[src/rtl/reg_pwm_bank_pkg.sv]
// Shared types for the register-driven PWM bank: the per-channel
// configuration word layout and the helper that splits a register into it.
package reg_pwm_pkg;

  // Counter / shadow width; a register carries period and duty side by side.
  localparam int CW = 16;
  localparam int RW = 2 * CW;

  typedef struct packed {
    logic [CW-1:0] period;
    logic [CW-1:0] duty;
  } pwm_cfg_t;

  // Upper half of the register is the period, lower half the duty.
  function automatic pwm_cfg_t reg_to_cfg(input logic [RW-1:0] word);
    pwm_cfg_t cfg;
    cfg.period = word[RW-1:CW];
    cfg.duty   = word[CW-1:0];
    return cfg;
  endfunction

endpackage

[src/rtl/pwm_channel.sv]
// One PWM channel: shadow period/duty that only reload at a period boundary
// (or on any tick while idle), a tick counter, and registered output/strobe.
module pwm_channel
  import reg_pwm_pkg::*;
#(
  parameter bit ACTIVE_LOW = 1'b1
) (
  input  logic     clk,
  input  logic     rst_n,
  input  logic     tick,
  input  pwm_cfg_t cfg,
  output logic     pwm,
  output logic     strobe
);

  logic [CW-1:0] ps;
  logic [CW-1:0] ds;
  logic [CW-1:0] cnt;
  logic          running;
  logic          rollover;
  logic          active;

  // Period of zero parks the channel; cnt < ps guarantees ps-1 never wraps when running.
  assign running  = (ps != '0);
  assign rollover = running && (cnt == ps - CW'(1));
  assign active   = running && (cnt < ds);

  // Shadow registers and counter advance only on the shared tick.
  always_ff @(posedge clk or negedge rst_n) begin
    if (!rst_n) begin
      ps  <= '0;
      ds  <= '0;
      cnt <= '0;
    end else if (tick) begin
      if (!running || rollover) begin
        ps  <= cfg.period;
        ds  <= cfg.duty;
        cnt <= '0;
      end else begin
        cnt <= cnt + CW'(1);
      end
    end
  end

  // Output follows the current state one clk later; strobe marks the rollover reload.
  always_ff @(posedge clk or negedge rst_n) begin
    if (!rst_n) begin
      pwm    <= ACTIVE_LOW;
      strobe <= 1'b0;
    end else begin
      pwm    <= active ? ~ACTIVE_LOW : ACTIVE_LOW;
      strobe <= tick && rollover;
    end
  end

endmodule

[src/rtl/reg_pwm_bank.sv]
// Bank of independent PWM channels configured straight from the live register
// image. A shared prescaler produces the PWM tick; each channel picks up its
// register glitch-free at its own period boundary.
module reg_pwm_bank
  import reg_pwm_pkg::*;
#(
  parameter int WORD_WIDTH = 8,
  parameter int REG_WIDTH  = 4,
  parameter int REG_DEPTH  = 16,
  parameter int N_CHANNELS = 8,
  parameter int BASE_REG   = 0,
  parameter int PRESCALE   = 50,
  parameter bit ACTIVE_LOW = 1'b1
) (
  input  logic                             clk,
  input  logic                             i_reset_n,
  input  logic [WORD_WIDTH*REG_WIDTH-1:0]  i_mem [REG_DEPTH],
  output logic [N_CHANNELS-1:0]            o_pwm,
  output logic [N_CHANNELS-1:0]            o_period_strobe
);

  localparam int REG_BITS = WORD_WIDTH * REG_WIDTH;
  localparam int PW       = (PRESCALE > 1) ? $clog2(PRESCALE) : 1;

  // Elaboration-time sanity checks on the configuration.
  if (REG_BITS % 2 != 0) begin : g_err_odd
    $error("reg_pwm_bank: register width must be even");
  end
  if (REG_BITS != RW) begin : g_err_width
    $error("reg_pwm_bank: register width must be twice the channel counter width");
  end
  if (BASE_REG + N_CHANNELS > REG_DEPTH) begin : g_err_depth
    $error("reg_pwm_bank: channel window exceeds register depth");
  end
  if (PRESCALE < 1) begin : g_err_prescale
    $error("reg_pwm_bank: PRESCALE must be at least 1");
  end

  logic [PW-1:0] pre;
  logic          tick;

  assign tick = (pre == PW'(PRESCALE - 1));

  // Prescaler: counts 0..PRESCALE-1, tick on the terminal count.
  always_ff @(posedge clk or negedge i_reset_n) begin
    if (!i_reset_n) begin
      pre <= '0;
    end else if (tick) begin
      pre <= '0;
    end else begin
      pre <= pre + PW'(1);
    end
  end

  // Registers outside the bank's window belong to other blocks and are ignored here.
  logic mem_unused;
  always_comb begin
    mem_unused = 1'b0;
    for (int r = 0; r < REG_DEPTH; r++) begin
      if (r < BASE_REG || r >= BASE_REG + N_CHANNELS) begin
        mem_unused = mem_unused ^ (^i_mem[r]);
      end
    end
  end

  for (genvar c = 0; c < N_CHANNELS; c++) begin : g_ch
    pwm_cfg_t cfg;
    assign cfg = reg_to_cfg(i_mem[BASE_REG + c]);

    pwm_channel #(
      .ACTIVE_LOW (ACTIVE_LOW)
    ) u_ch (
      .clk    (clk),
      .rst_n  (i_reset_n),
      .tick   (tick),
      .cfg    (cfg),
      .pwm    (o_pwm[c]),
      .strobe (o_period_strobe[c])
    );
  end

endmodule
[config.mk]
export PLATFORM = sky130hd
export DESIGN_NAME = reg_pwm_bank
export DESIGN_NICKNAME = d
export VERILOG_FILES = /design/src/rtl/reg_pwm_bank_pkg.sv /design/src/rtl/pwm_channel.sv /design/src/rtl/reg_pwm_bank.sv
export SDC_FILE = /design/constraint.sdc
export NUM_CORES = 1
export LEC_CHECK = 0
export BUFFER_PORTS_ARGS = -buffer_cell sky130_fd_sc_hd__buf_2
export CORE_UTILIZATION = 52
export DETAILED_ROUTE_END_ITERATION = 12
export GPL_TIMING_DRIVEN = 0
export PLACE_DENSITY_LB_ADDON = 0.2
export SYNTH_ARGS = -nofsm -noshare
export SYNTH_HDL_FRONTEND = slang
export SYNTH_HIERARCHICAL = 1
export SYNTH_SLANG_ARGS = --single-unit
[constraint.sdc]
create_clock -name clk -period 3.2 [get_ports clk]
set_input_delay 0 -clock clk [delete_from_list [all_inputs] [get_ports clk]]
set_output_delay 0 -clock clk [all_outputs]
set_load 0.05 [all_outputs]
==> qor.yml, run 1 <==
route:
  wl_per_cell_um: 20.13
  drt_iter0_drc: 2308
  wl_met3_um: 6664
  antenna_left: 0
  dr_wl_met2_um: 43800
  vias: 28540
  topRoutingLayerUsed: "met5"
  viasPerCell: 6.159
  routed_wirelength_um: 93290
  drc_errors: 0
  drt_pre_antenna_iters: 7
  wl_met1_um: 39960
power:
  power-per-cell-area_nw_per_um2: 311.0
  switching_share: 0.2306
  power.share.clock: 0.485
  combPwrFrac: 0.061
  switchingPower_w: 0.002607
  pwr-share-seq: 0.454
  peakVddDrop_uv: 360.6
  power_leakage_nw: 17.02
  p_int_w: 0.008702
yosys:
  ys.flop_type: "dfrtp_1"
  synth_compound_area_frac: 0.1868
  yosysTopAreaCell: "dfrtp_1"
  synth_top_area_frac: 0.3518
  syn_inst: 3208
  ys_async_sr_fraction: 1.000
  muxShareOfSynthArea: 0.008352
  synth_seq_cells: 406
  synthAdderAreaFrac: 0.06452
  syn_area_sq_um: 28310
  yosys.area_share.simple: 0.2335
  synth_area_leaders: "dfrtp_1 (35%), ha_1 (6.5%), o211ai_1 (5.8%)"
  yosys.area_share.xor_xnor: 0.07146
  ys_seq_area_frac: 0.3592
  yosys.cell_types.count: 68
  synth.avg_cell_area_sq_um: 8.826
  synth-edff-count: 0
  syn_nets: 3868
  synth_warnings: 6
  synth_top_family_by_area: "simple AND/OR/NAND/NOR gates"
floorplanning:
  die_area_sq_um: 55380
  fp.dieH_um: 235.3
  start_util: 0.5261
  core_area_sq_um: 53810
  rows: 85
  die_w_um: 235.3
  ios: 530
placement:
  dpl_cell_area_sq_um: 30640
  globalplace.congestion: 0.9496
  port_buffers: 273
  hpwl_um: 64920
clocking:
  cts_tree: "done"
  clkTransAtPathRegs_ps: 60
  cts_max_path_buffers: 3
  cts_root_buffer: "clkbuf_16"
  cts_sinks: 406
  clk_latency_ps: 600
  cts_buffers: 49
  h-tree-depth: 2
final_layout:
  fill_cells: 4325
  final_cell_mix: "dfrtp_1 (379), inv_1 (305), buf_2 (294), dlygate4sd3_1 (257), nand2_1 (232)"
  final_core_util: 0.6758
  fin_area_sq_um: 36370
  drive_gt1_frac: 0.1815
  final_common_cell: "dfrtp_1"
  nNetsFinal: 4556
  syn2layout_area_growth_pct: 28.45
setup_path:
  critPathRequiredTime_ps: 3710
  crit_fanout: 10
  start_kind: "flop"
  crit_type: "flop to flop"
  slowest_delay_ps: 510
  end_kind: "flop"
  cp.arrival_ps: 3700
  path_cells: "nor4_4, nand4_1, or3_4, a2111oi_4, nand4bb_1, buf_4, buf_6, or4_1, o211ai_1"
  cp_slowest_cell: "or4_1"
sta:
  finalCritPeriodShare: 0.9961
  final-setup-viol-count: 0
  clock_skew_ps: 24.34
  slew_violations: 0
  fmax_ghz: 0.3137
  whs_ps: 42.48
  hold_violations: 0
  min_period_ps: 3188
  relSlewSlack: 0.4846
  worstMarginPinSlew_ps: 773.1
global_routing:
  grt_max_degree: 122
  antenna_found_initial: 11
  grt_pass1_vias: 27830
  grt_overflow_total: 0
  grt_pass1_wl_um: 147400
  grtUsageTotal: 0.3266
job:
  maxCapViolations: 0
hold_path:
  hp-class: "input pin to async pin"
status:
  status: "finished, final reports clean"
per-layer routing:
metal	vias up	GRT usage
met5	-	0
met1	13990	0.4416
met2	1117	0.5312
met4	12	0.1046
met3	200	0.05851
li1	13220	-
metrics by stage:
step / worst slack [ps] / TNS [ps] / cells / total power, W
after floorplan: 247.6 / 0 / 3208 / 0.005311
after global placement: -6004 / -2464760 / 4177 / 0.005619
after detailed placement: -471.6 / -115150 / 4180 / 0.005642
after CTS: 0.7818 / 0 / 4550 / 0.01137
after global routing: -128.9 / -2844 / 4632 / 0.01166
final: 12.39 / 0 / 4633 / 0.01131
kinds of logic after synthesis:
kind of cell,count (synthesis)
and+or+nand+nor,1133
AOI/OAI and AO/OA,742
buffers and inverters,529
DFF,406
xor gates and xnor gates,231
adders and majority gates,146
muxes,21
state kept, by name, summed over array words and instances, names as in the netlist:
name	flops
g_ch.u_ch/strobe	8
pre	6
g_ch.u_ch/ds	128
g_ch.u_ch/pwm	8
g_ch.u_ch/ps	128
g_ch.u_ch/cnt	128
cell usage after synthesis, types with 8 or more instances:
library cell / number
a21o_1: 33
a21boi_0: 8
o31ai_1: 156
a31oi_1: 17
nor4_4: 8
a311oi_1: 8
a22o_1: 11
inv_1: 308
xnor2_1: 90
nand2_1: 232
nor2_1: 131
nor3_1: 143
mux2_1: 15
a21oi_1: 70
nor3_2: 9
o21ai_0: 127
ha_1: 146
or4_1: 183
a211oi_1: 9
buf_4: 8
or3_1: 37
dfrtp_1: 398
nand2b_1: 41
nor2b_1: 10
clkbuf_1: 179
o2bb2ai_1: 16
and3_1: 34
o211ai_1: 217
nand3b_1: 23
nand4bb_1: 14
nor4_1: 47
nand3_1: 57
dfstp_2: 8
nand4_1: 79
buf_6: 16
o22ai_1: 8
buf_2: 17
xor2_1: 141
nor3b_1: 23
worst max-delay path: cells and delay by family, from the launching register on:
kind	cells	cell delay, ps
AO/OA/AOI/OAI	2	400
AND/OR/NAND/NOR	5	1900
flip-flops	1	450
buffers and inverters	2	350
worst paths after layout:
check                               startpoint             endpoint  slack, ps  cells after the start
max                        g_ch[4].u_ch/ps[10]   g_ch[4].u_ch/ps[7]         10                      9
min                                  i_reset_n  g_ch[1].u_ch/ps[10]         40                      2
max reg2reg                g_ch[4].u_ch/ps[10]   g_ch[4].u_ch/ps[7]         10                      9
min reg2reg                 g_ch[2].u_ch/ds[8]   g_ch[2].u_ch/ds[8]        490                      1
max in group asynchronous            i_reset_n   g_ch[5].u_ch/ps[8]       1520                      4
min in group clk                    i_mem[443]  g_ch[2].u_ch/ps[11]        160                      3
power by group through the flow:
stage	logic, W	registers, W	clock network [W]
after detailed placement	0.000412	0.00523	0
after global routing	0.000742	0.00513	0.00579
after floorplan	0.0000791	0.00523	0
after global placement	0.000386	0.00523	0
after CTS	0.000664	0.00514	0.00557
final	0.000686	0.00514	0.00549
final cells by class:
| cell class | count | area (sq um) | share of cell area |
|---|---|---|---|
| inverter | 308 | 1156 | 0.03179 |
| tap | 696 | 870.8 | 0.02394 |
| buffer | 220 | 1102 | 0.03031 |
| timing repair buffer | 638 | 4821 | 0.1326 |
| multi-input combinational | 2273 | 16670 | 0.4584 |
| sequential | 406 | 10190 | 0.2803 |
| antenna | 4 | 10.01 | 0.0002752 |
| clock buffer | 70 | 1365 | 0.03753 |
| clock inverter | 18 | 177.7 | 0.004885 |
timing repair:
item,in CTS,in global routing
endpoints found under the hold margin,347,0
cloned,0,1
endpoints found under the setup margin,378,336
resized for setup,40,218
setup buffers,25,79
pin swaps,10,51
hold buffers,257,0
No activity file was read; power rests on OpenSTA's default activity.
==> run 2, diff against run 1 <==
--- a/config.mk
+++ b/config.mk
@@ -5,9 +5,11 @@
 export SDC_FILE = /design/constraint.sdc
 export NUM_CORES = 1
 export LEC_CHECK = 0
-export BUFFER_PORTS_ARGS = -buffer_cell sky130_fd_sc_hd__buf_2
+export BUFFER_PORTS_ARGS = -buffer_cell sky130_fd_sc_hd__buf_4
+export CORE_MARGIN = 8
 export CORE_UTILIZATION = 52
 export DETAILED_ROUTE_END_ITERATION = 12
+export GPL_ROUTABILITY_DRIVEN = 0
 export GPL_TIMING_DRIVEN = 0
 export PLACE_DENSITY_LB_ADDON = 0.2
 export SYNTH_ARGS = -nofsm -noshare
==> run 2 against run 1 <==
Total power up 3.9%. Clock skew down 4.4 ps. Final area increased by 1.1%. Critical path depth decreased by 1. Sequential share of layout area shrank 0.32 points. Clock power grew 6.2%. Final cell count is 0.65% lower. Die area up 12%. Largest cell class unchanged. Critical path type unchanged. Critical endpoint is now g_ch[6].u_ch/ps[8]. First-iteration DRC count rose by 31%. Via count grew 0.66%. Non-clock buffer count down 36.
==> qor.yml, run 2 (same netlist as run 1, synthesis figures left out) <==
status:
  status: "finished, final reports clean"
hold_path:
  hp-class: "input pin to async pin"
final_layout:
  syn2layout_area_growth_pct: 29.87
  drive_gt1_frac: 0.1732  # -0.008331
  regArea_sq_um: 10190  # about the same
  fill_cells: 4069  # -5.9%
  final_cells: 4603  # -0.65%
  multi_input_area_sq_um: 16550  # -0.71%
  largest_registers: "g_ch.u_ch/cnt (128), g_ch.u_ch/ds (128), g_ch.u_ch/ps (128)"
  final_cell_mix: "dfrtp_1 (382), buf_4 (347), inv_1 (304), dlygate4sd3_1 (257), nand2_1 (232)"
  final_common_cell: "dfrtp_1"
  nNetsFinal: 4519  # -0.81%
  final_core_util: 0.6833  # +0.007486
sta:
  fin_ws_ps: 60.92  # +48.53 ps
  min_period_ps: 3139  # -48.53 ps
  final-setup-viol-count: 0  # unchanged
  hold_violations: 0  # unchanged
  slew_violations: 0  # unchanged
  finalCritPeriodShare: 0.9810  # -0.01517
  relSlewSlack: 0.5552  # +0.07061
  rsz0062_at_grt: "true"
  fmax_ghz: 0.3186  # +1.5%
  clock_skew_ps: 19.93  # -4.404 ps
  worstMarginPinSlew_ps: 667.2  # -105.9 ps
global_routing:
  grt_pass1_vias: 28490  # +2.4%
  grtUsageTotal: 0.2881  # -0.03853
  grt_pass1_wl_um: 150400  # +2.1%
  antenna_found_initial: 13  # +2
  grt_max_degree: 113  # -7.4%
  grt_overflow_total: 0  # unchanged
power:
  power_leakage_nw: 17.08  # +0.33%
  combPwrFrac: 0.067  # +0.006
  power_w: 0.01175  # +3.9%
  power-per-cell-area_nw_per_um2: 319.6  # +2.8%
  p_int_w: 0.009110  # +4.7%
  peakVddDrop_uv: 434.9  # +21%
  pwr-share-seq: 0.437  # -0.017
  switching_share: 0.2248  # -0.005761
  power.share.clock: 0.496  # +0.011
  switchingPower_w: 0.002642  # +1.3%
setup_path:
  crit_type: "flop to flop"
  cp.arrival_ps: 3630  # -70 ps
  crit_fanout: 10  # unchanged
  path_cells: "buf_6, or3_4, or2_4, or4_1, a2111oi_4, a31oi_2, clkbuf_2, o31ai_1"
  cp_slowest_cell: "or4_1"
  critPathRequiredTime_ps: 3690  # -20 ps
  start_kind: "flop"
  slowest_delay_ps: 590  # +80 ps
  end_kind: "flop"
clocking:
  h-tree-depth: 2  # unchanged
  cts_buffers: 48  # -2.0%
  cts_sinks: 406  # unchanged
  cts_tree: "done"
  clkTransAtPathRegs_ps: 60  # about the same
  cts_root_buffer: "clkbuf_16"
  cts_max_path_buffers: 3  # unchanged
  clk_latency_ps: 590  # about the same
floorplanning:
  ios: 530  # unchanged
  rows: 85  # unchanged
  die_area_sq_um: 62170  # +12%
  fp.dieH_um: 249.3  # +5.9%
  start_util: 0.5261  # unchanged
  core_area_sq_um: 53810  # unchanged
  die_w_um: 249.3  # +5.9%
route:
  drc_errors: 0  # unchanged
  vias: 28720  # +0.66%
  wl_per_cell_um: 20.34  # +1.0%
  routed_wirelength_um: 93620  # +0.35%
  drt_iter0_drc: 3031  # +31%
  drt_pre_antenna_iters: 6  # -1
  viasPerCell: 6.240  # +1.3%
  antenna_left: 0  # unchanged
job:
  maxCapViolations: 0  # unchanged
placement:
  port_buffers: 273  # unchanged
  dp_cells: 4180  # unchanged
  hpwl_um: 64770  # -0.24%
  dp_slack_ps: -447.0  # +24.56 ps
==> run 2: cell types whose count changed in the layout (fill, tap and decap cells not counted), sizes merged <==
cell,delta
inv,+3
clkinv,-3
bufinv,+3
buf,-37
diode,+6
clkinvlp,+1
clkbuf,-3
==> run 2: final timing paths <==
path	from	endpoint	slack, ps	cells past startpoint
max in group asynchronous	i_reset_n	g_ch[5].u_ch/ps[0]	2110	3
hold reg to reg	g_ch[2].u_ch/ds[7]	g_ch[2].u_ch/ds[7]	500	1
hold / removal	i_reset_n	g_ch[1].u_ch/ds[6]	10	2
setup reg to reg	g_ch[6].u_ch/ps[11]	g_ch[6].u_ch/ps[8]	60	8
setup / recovery	g_ch[6].u_ch/ps[11]	g_ch[6].u_ch/ps[8]	60	8
min in group clk	i_mem[433]	g_ch[2].u_ch/ps[1]	190	3
==> run 2: layer usage <==
layer	up-vias	share of wire	global-route usage
met4	8	0.031	0.09517
met2	1361	0.47	0.4716
met5	-	0.00048	0
met1	13950	0.42	0.3824
li1	13160	-	-
met3	243	0.081	0.05320
==> run 2: area by class of cell <==
cell class,count,area share
repair buffers,601,0.1420
flip-flops and latches,406,0.2771
plain buffers,221,0.02947
diodes,10,0.0006805
well taps,696,0.02368
clock inverters,22,0.007588
clock buffers,66,0.03780
inverters,308,0.03144
multi-input cells,2273,0.4502
==> run 2: worst max-delay path, delay by kind of cell (launching register included) <==
kind                   cells  cell delay [ps]
and+or+nand+nor            3             1240
buffers and inverters      2              420
AOI/OAI and AO/OA          3              980
DFF                        1              380
==> run 2: power by group through the flow <==
stage,combinational (W),sequential (W),clock (W)
floorplan,0.0000791,0.00523,0
global placement,0.000478,0.00523,0
detailed placement,0.000503,0.00523,0
CTS,0.000765,0.00514,0.00596
global route,0.000844,0.00513,0.00614
finish,0.000783,0.00514,0.00583
==> run 2: timing repair <==
action                                 CTS  global route
hold buffers                           257             0
resized for setup                       36           188
endpoints found under the hold margin  377             0
setup endpoints to repair              373           328
pin swaps                                8            38
buffers inserted                        17            51
==> run 2: through the flow <==
| step | TNS (ps) | area [sq um] | hold WS [ps] |
|---|---|---|---|
| after global placement | -827810 | 31230 | 218.7 |
| after floorplan | 0 | 28310 | -295.6 |
| final | 0 | 36770 | 13.49 |
| after CTS | 0 | 35860 | 7.510 |
| after detailed placement | -103820 | 31320 | 43.27 |
| after global routing | -939.7 | 36770 | 74.42 |
